## src/rtl/axis_elastic_fifo_if.sv

```systemverilog
// AXI4-Stream handshake bundle (tvalid/tready/tdata/tlast) used on both sides of the elastic FIFO.
interface axis_elastic_fifo_if #(
   parameter int unsigned DataWidth = 32
);
   logic                 tvalid;
   logic                 tready;
   logic [DataWidth-1:0] tdata;
   logic                 tlast;

   modport master (output tvalid, output tdata, output tlast, input tready);
   modport slave  (input tvalid, input tdata, input tlast, output tready);
endinterface

```

## src/rtl/axis_elastic_fifo.sv

```systemverilog
// AXI4-Stream elastic buffer: circular store of {tlast,tdata} with registered handshake
// flags, fill level and almost-full status. No combinational path from o_tready to i_tready.
module axis_elastic_fifo #(
   parameter int unsigned DataWidth       = 32,
   parameter int unsigned Depth           = 4,
   parameter int unsigned AlmostFullLevel = Depth - 1
) (
   input  logic                     aclk,
   input  logic                     aresetn,
   axis_elastic_fifo_if.slave       i_axis,
   axis_elastic_fifo_if.master      o_axis,
   output logic [$clog2(Depth):0]   level,
   output logic                     almost_full
);

   localparam int unsigned PtrWidth = $clog2(Depth);
   localparam int unsigned CntWidth = PtrWidth + 1;

   typedef struct packed {
      logic                 tlast;
      logic [DataWidth-1:0] tdata;
   } entry_t;

   entry_t              mem [Depth];
   logic [PtrWidth-1:0] wr_ptr;
   logic [PtrWidth-1:0] rd_ptr;
   logic [CntWidth-1:0] count;
   logic [CntWidth-1:0] count_next;
   logic                tvalid_q;
   logic                tready_q;
   logic                push_c;
   logic                pop_c;

   assign push_c = i_axis.tvalid & tready_q;
   assign pop_c  = tvalid_q & o_axis.tready;

   // Occupancy after this edge; drives every registered flag.
   always_comb begin
      count_next = count;
      case ({push_c, pop_c})
         2'b10:   count_next = count + CntWidth'(1);
         2'b01:   count_next = count - CntWidth'(1);
         default: count_next = count;
      endcase
   end

   // Pointers and flags; storage contents are deliberately left out of reset.
   always_ff @(posedge aclk or negedge aresetn) begin
      if (!aresetn) begin
         wr_ptr      <= '0;
         rd_ptr      <= '0;
         count       <= '0;
         tvalid_q    <= 1'b0;
         tready_q    <= 1'b0;
         almost_full <= 1'b0;
      end else begin
         if (push_c) wr_ptr <= wr_ptr + PtrWidth'(1);
         if (pop_c)  rd_ptr <= rd_ptr + PtrWidth'(1);
         count       <= count_next;
         tvalid_q    <= (count_next != '0);
         tready_q    <= (count_next != CntWidth'(Depth));
         almost_full <= (count_next >= CntWidth'(AlmostFullLevel));
      end
   end

   always_ff @(posedge aclk) begin
      if (push_c) mem[wr_ptr] <= '{tlast: i_axis.tlast, tdata: i_axis.tdata};
   end

   assign i_axis.tready = tready_q;
   assign o_axis.tvalid = tvalid_q;
   assign o_axis.tdata  = mem[rd_ptr].tdata;
   assign o_axis.tlast  = mem[rd_ptr].tlast;
   assign level         = count;

endmodule

```

## src/flat_wrapper.sv

```systemverilog
// flat-port wrapper written by rule: the top's interface ports become plain ports
module axis_elastic_fifo_flat 
#(
   parameter int unsigned DataWidth       = 32,
   parameter int unsigned Depth           = 4,
   parameter int unsigned AlmostFullLevel = Depth - 1
)
  (aclk, aresetn, level, almost_full, i_axis_tvalid, i_axis_tdata, i_axis_tlast, i_axis_tready, o_axis_tvalid, o_axis_tdata, o_axis_tlast, o_axis_tready);
  axis_elastic_fifo_if #(.DataWidth(DataWidth)) i_axis_i ();
  axis_elastic_fifo_if #(.DataWidth(DataWidth)) o_axis_i ();
  input  logic aclk;
  input  logic aresetn;
  output logic [$clog2(Depth):0] level;
  output logic almost_full;
  input wire logic [$bits(i_axis_i.tvalid)-1:0] i_axis_tvalid;
  input wire logic [$bits(i_axis_i.tdata)-1:0] i_axis_tdata;
  input wire logic [$bits(i_axis_i.tlast)-1:0] i_axis_tlast;
  output wire logic [$bits(i_axis_i.tready)-1:0] i_axis_tready;
  output wire logic [$bits(o_axis_i.tvalid)-1:0] o_axis_tvalid;
  output wire logic [$bits(o_axis_i.tdata)-1:0] o_axis_tdata;
  output wire logic [$bits(o_axis_i.tlast)-1:0] o_axis_tlast;
  input wire logic [$bits(o_axis_i.tready)-1:0] o_axis_tready;
  assign i_axis_i.tvalid = i_axis_tvalid;
  assign i_axis_i.tdata = i_axis_tdata;
  assign i_axis_i.tlast = i_axis_tlast;
  assign i_axis_tready = i_axis_i.tready;
  assign o_axis_tvalid = o_axis_i.tvalid;
  assign o_axis_tdata = o_axis_i.tdata;
  assign o_axis_tlast = o_axis_i.tlast;
  assign o_axis_i.tready = o_axis_tready;
  axis_elastic_fifo #(.DataWidth(DataWidth), .Depth(Depth), .AlmostFullLevel(AlmostFullLevel)) u_core (.aclk(aclk), .aresetn(aresetn), .i_axis(i_axis_i), .o_axis(o_axis_i), .level(level), .almost_full(almost_full));
endmodule
```

## config.mk

```make
export PLATFORM = sky130hd
export DESIGN_NAME = axis_elastic_fifo_flat
export DESIGN_NICKNAME = d
export VERILOG_FILES = /design/src/rtl/axis_elastic_fifo_if.sv /design/src/rtl/axis_elastic_fifo.sv /design/src/flat_wrapper.sv
export SDC_FILE = /design/constraint.sdc
export NUM_CORES = 1
export LEC_CHECK = 0
export ABC_AREA = 1
export ABC_CLOCK_PERIOD_IN_PS = 7600
export CAP_MARGIN = 30
export CORE_MARGIN = 2
export CORE_UTILIZATION = 35
export DETAILED_ROUTE_END_ITERATION = 6
export GPL_TIMING_DRIVEN = 0
export MAX_ROUTING_LAYER = met4
export PLACE_DENSITY = 0.57
export SETUP_SLACK_MARGIN = 0.3
export SYNTH_ARGS = -nofsm -noshare
export SYNTH_HDL_FRONTEND = slang
export SYNTH_SLANG_ARGS = --single-unit
```

## constraint.sdc

```tcl
create_clock -name aclk -period 7.6 [get_ports aclk]
set_input_delay 0.76 -clock aclk [delete_from_list [all_inputs] [get_ports aclk]]
set_output_delay 0.76 -clock aclk [all_outputs]
set_load 0.005 [all_outputs]
```

# Word level (Yosys, flattened, before mapping)
# Memory sizes are Yosys's and may differ from the RTL's.
# Index checks and enable logic that the tools add are counted.
# Widths: inputs -> output; s select.
# totals
input_bits	37
mem_bits_ro	0
mem_bits_rw	132
word_cells	21
latch_bits	0
mem_count	1
out_inout_bits	39
reg_bits	10
# mem_list
name	words	width	read_ports	rd_clocked_by_memory_dff	wr	line	rtl
u_core.mem	4	33	1	0	1	axis_elastic_fifo.sv:24	entry_t mem [Depth];
# op_classes
multipliers	0
order_cmp	1
div_mod_pow	0
n_reduce_logical	1
n_shift	0
addsub	4
bitwise	2
n_eq_ne	3
mux	3
# ops
cell	n
$pmux 3 s2	1
$add 2x1->2 const B	2
$add 3x1->3 const B	1
$ge 3x2->1 const B	1
$ne 3x3->1 const B	1
$reduce_bool 3->1	1
$sub 3x1->3 const B	1
$and 1x1->1	2
$eq 2x1->1 const B	1
$eq 2x2->1 const B	1
$mux 1	2

# Depth between registers and ports, before layout
# depth
depth_word	4
depth_mapped	10
ltp_nobuf	10

# Least setup slack after synthesis
# Ideal clock, no wire load.
# synth_path
path_kind	input to register
start	input i_axis_tvalid
end	memory u_core.mem[0][0] in the netlist's numbering, enable pin
arrival_time_ns	2.337
required_ns	7.177
path_buffers	0
stages	2
setup_ns	0.423
setup_slack_ns	4.840
path_cell_list	nand2_1 nor2_1
# synth_via
elab_chain_cells	3
# synth_lines
element	line	rtl
from (decl)	flat_wrapper.sv:15	input wire logic [$bits(i_axis_i.tvalid)-1:0] i_axis_tvalid;
$and 1x1->1	axis_elastic_fifo.sv:34	assign push_c = i_axis.tvalid & tready_q;
$mux 1	axis_elastic_fifo.sv:67	if (push_c) mem[wr_ptr] <= '{tlast: i_axis.tlast, tdata: i_axis.tdata};
$mux 1 (not written as such)	axis_elastic_fifo.sv:67	
to (decl)	axis_elastic_fifo.sv:24	
# No other way between the ends.

# Final worst setup path
# layout_path
start	register u_core.rd_ptr[1]
end	output o_axis_tdata[19]
# layout_via
elab_chain_cells	1
# layout_lines
element	line	rtl
from (decl)	axis_elastic_fifo.sv:26	logic [PtrWidth-1:0] rd_ptr;
from (signal assigned)	axis_elastic_fifo.sv:58	if (pop_c) rd_ptr <= rd_ptr + PtrWidth'(1);
$mem_v2 4x33	--	
to (decl)	flat_wrapper.sv:20	output wire logic [$bits(o_axis_i.tdata)-1:0] o_axis_tdata;
# No other way between the ends.

==> run metrics <==
synth top area cells edfxtp_1 68%, o22ai_2 6.4%, nor2_4 5.8%; overall power 3.16 mW; CP top delay family buffers and inverters; most frequent cell after synthesis edfxtp_1; Clock Tree Root clkbuf_16; yosys warns 0; area share of the largest cell type after synthesis 0.680; layout cells sized above 1 0.230; r2r setup slk approximately 5600 ps; drt wl/cell 17.4 um; Post-Syn Area 0.00583 sq mm; Rel. slew slack 0.535; Clk Latency, worst-skew pair 410 ps; Hold Path End u_core.o_axis.tvalid; HP Class register to register; Final min period between 3000 and 4000 ps; R2R cell count 7; Antenna Nets Post-Route 0; fin nets 518; Syn Nets 420; period utilization 0.421; register area share after synthesis 0.723; clk slew on worst S/H paths 50 ps; Int Pwr 2.14 mW; Hold Slack 563 ps; synthesized flop and latch total 142; Post-DP HPWL 7740 um; Initial Util 0.355; vias per cell 4.72; Critical Path, Cell by Cell inv_2, clkbuf_1, o21ai_0, o22ai_2, clkdlybuf4s50_1; # diodes 0; Max Cap Viol 0; Initial DRC Count 269; die area 0.0177 sq mm; WL final 12300 um; Crit Path Class register to output port; Synth area leader edfxtp_1; CP peak stage delay 530 ps; Switching Power roughly 1.0 mW; Flop pwr share 0.345; crit start category register; final hold violations 0; Overflow after GRT 0; Finish-stage setup viols 0; pin count of the biggest net entering global routing 24; CP arrival 2440 ps; cts hold-fix bufs 0; Worst setup EP type output port; syn avg cell area 15.5 sq um; DIE WIDTH 133 um; floorplan row count 47; CTS H-tree lvls 4; Peak VDD IR about 0.22 mV; routability cong. roughly 0.67; final slew viol count 0; CTS Sinks ~140; RSZ-0062 raised after global routing no; TritonCTS Buffers 17; Die Y-Extent 133 um; CTS Buffer Depth 2; hold depth 2; Cells after Synth about 380; initial antenna violation count 0; Critical R2R Capture u_core.o_axis.tvalid; Synth cell types 23; Initial DRT Pass Iterations 7; Data required, critical path 6840 ps; Worst path slowest cell clkdlybuf4s50_1; top_reg_cell synth edfxtp_1; Pwr Density 416 mW/mm^2; EDFF count, synth 132; first-pass GRT wire length 19400 um; # resized after CTS 0; Peak Freq between 300 and 400 MHz; Critical R2R Launch u_core.i_axis.tready; synthesis-to-layout area growth 30.2%; via count 3333; CP bufs+invs 3; GRT Util Overall 0.154; Tightest Pin Transition 695 ps; vias in the first global route roughly 3500; final setup TNS 0 ps; combinational share of power 0.389; Setup Buffers After CTS 0; ys async rst share 0.0704; Crit Path Max Fanout 10; switching share of power 0.322; io pins 76; # DRC 0; status complete, no violations; clock skew 4.97 ps; clock power share 0.266; top cells by count, synth 132 x edfxtp_1, 63 x o21ai_0, 44 x nor2_1; total leakage power 2.57 nW; CTS tree built; Core ar. 0.0164 sq mm; PortBufs 75; Hold Path Origin u_core.level[2]
## logic make-up (layout without fill, tap and decap cells)
kind of cell             Yosys count  after routing  synth area share
XOR/XNOR                           2              2           0.00301
adder cells (fa/ha/maj)            6              6            0.0142
buffers and inverters             34            143            0.0346
AO/OA/AOI/OAI                    100            100             0.125
AND/OR/NAND/NOR                   93             93             0.100
flip-flops                       142            142             0.723
## layout by cell type (no fill, tap or decap), types with 2 or more instances in the layout
cell,instances
buf_12,4
buf_16,3
buf_2,8
bufinv_16,4
clkbuf_1,8
clkbuf_16,17
clkdlybuf4s50_1,75
clkinv_1,2
clkinv_2,2
clkinvlp_4,2
dfrtp_1,10
edfxtp_1,132
ha_1,5
inv_1,11
inv_2,3
nand2_1,14
nand3_1,3
nor2_1,40
nor2_4,34
o21ai_0,63
o21ai_1,3
o22ai_1,3
o22ai_2,30
xor2_1,2
## stage by stage
stage,cells,instance area (sq um),util,setup WS (ps)
6_report,706,7590,0.462,4400
5_1_grt,706,7590,0.462,4220
4_1_cts,706,7590,0.462,4390
3_5_place_dp,676,6990,0.426,4690
3_3_place_gp,672,6850,0.418,3000
2_1_floorplan,377,5830,-,4840
## worst max-delay path by stage
stage	start	end	slack [ps]	depth (start not counted)
global route	u_core.rd_ptr[1]	o_axis_tdata[19]	4220	5
detailed placement	i_axis_tvalid	u_core.o_axis.tvalid	4690	8
CTS	u_core.rd_ptr[1]	o_axis_tdata[19]	4390	5
global placement	i_axis_tvalid	u_core.mem[0][8]	3000	3
finish	u_core.rd_ptr[1]	o_axis_tdata[19]	4400	5
floorplan	i_axis_tvalid	u_core.mem[0][0]	4840	2
## power by group through the flow
stage          sequential (mW)  clock (mW)  combinational (mW)
2_1_floorplan             1.10           0               0.668
3_3_place_gp              1.11           0                1.19
3_5_place_dp              1.11           0                1.25
4_1_cts                   1.09       0.854                1.26
5_1_grt                   1.10       0.888                1.35
6_report                  1.09       0.841                1.23
## sequential cells by signal (all words and copies together) (netlist names)
name and count:
u_core.almost_full 1, u_core.i_axis.tready 1, u_core.level 3, u_core.mem 132, u_core.o_axis.tvalid 1, u_core.rd_ptr 2, u_core.wr_ptr 2
## worst register-to-register path: stages, from the launching register on
cell     delay, ps
dfrtp_1        380
nand2_1        390
ha_1           300
fa_1           430
nand2_1         80
nand2_1         90
nor2_1         170
nand3_1         90
## cell type report
| type | instances | area [sq um] |
|---|---|---|
| buffer | 20 | 149 |
| clock buffer | 18 | 429 |
| clock inverter | 12 | 170 |
| fill | 1431 | 8820 |
| inverter | 14 | 52.6 |
| multi-input combinational | 201 | 1440 |
| sequential | 142 | 4210 |
| tap | 220 | 275 |
| timing repair buffer | 79 | 853 |
## per-layer routing
| layer | part of all wire | vias to the layer above | GRT usage |
|---|---|---|---|
| li1 | - | 1587 | - |
| met1 | 0.43 | 1658 | 0.182 |
| met2 | 0.52 | 69 | 0.254 |
| met3 | 0.037 | 19 | 0.0375 |
| met4 | 0.018 | 0 | 0.0609 |
| met5 | 0 | - | - |
Power figures use the tool's default switching activity.
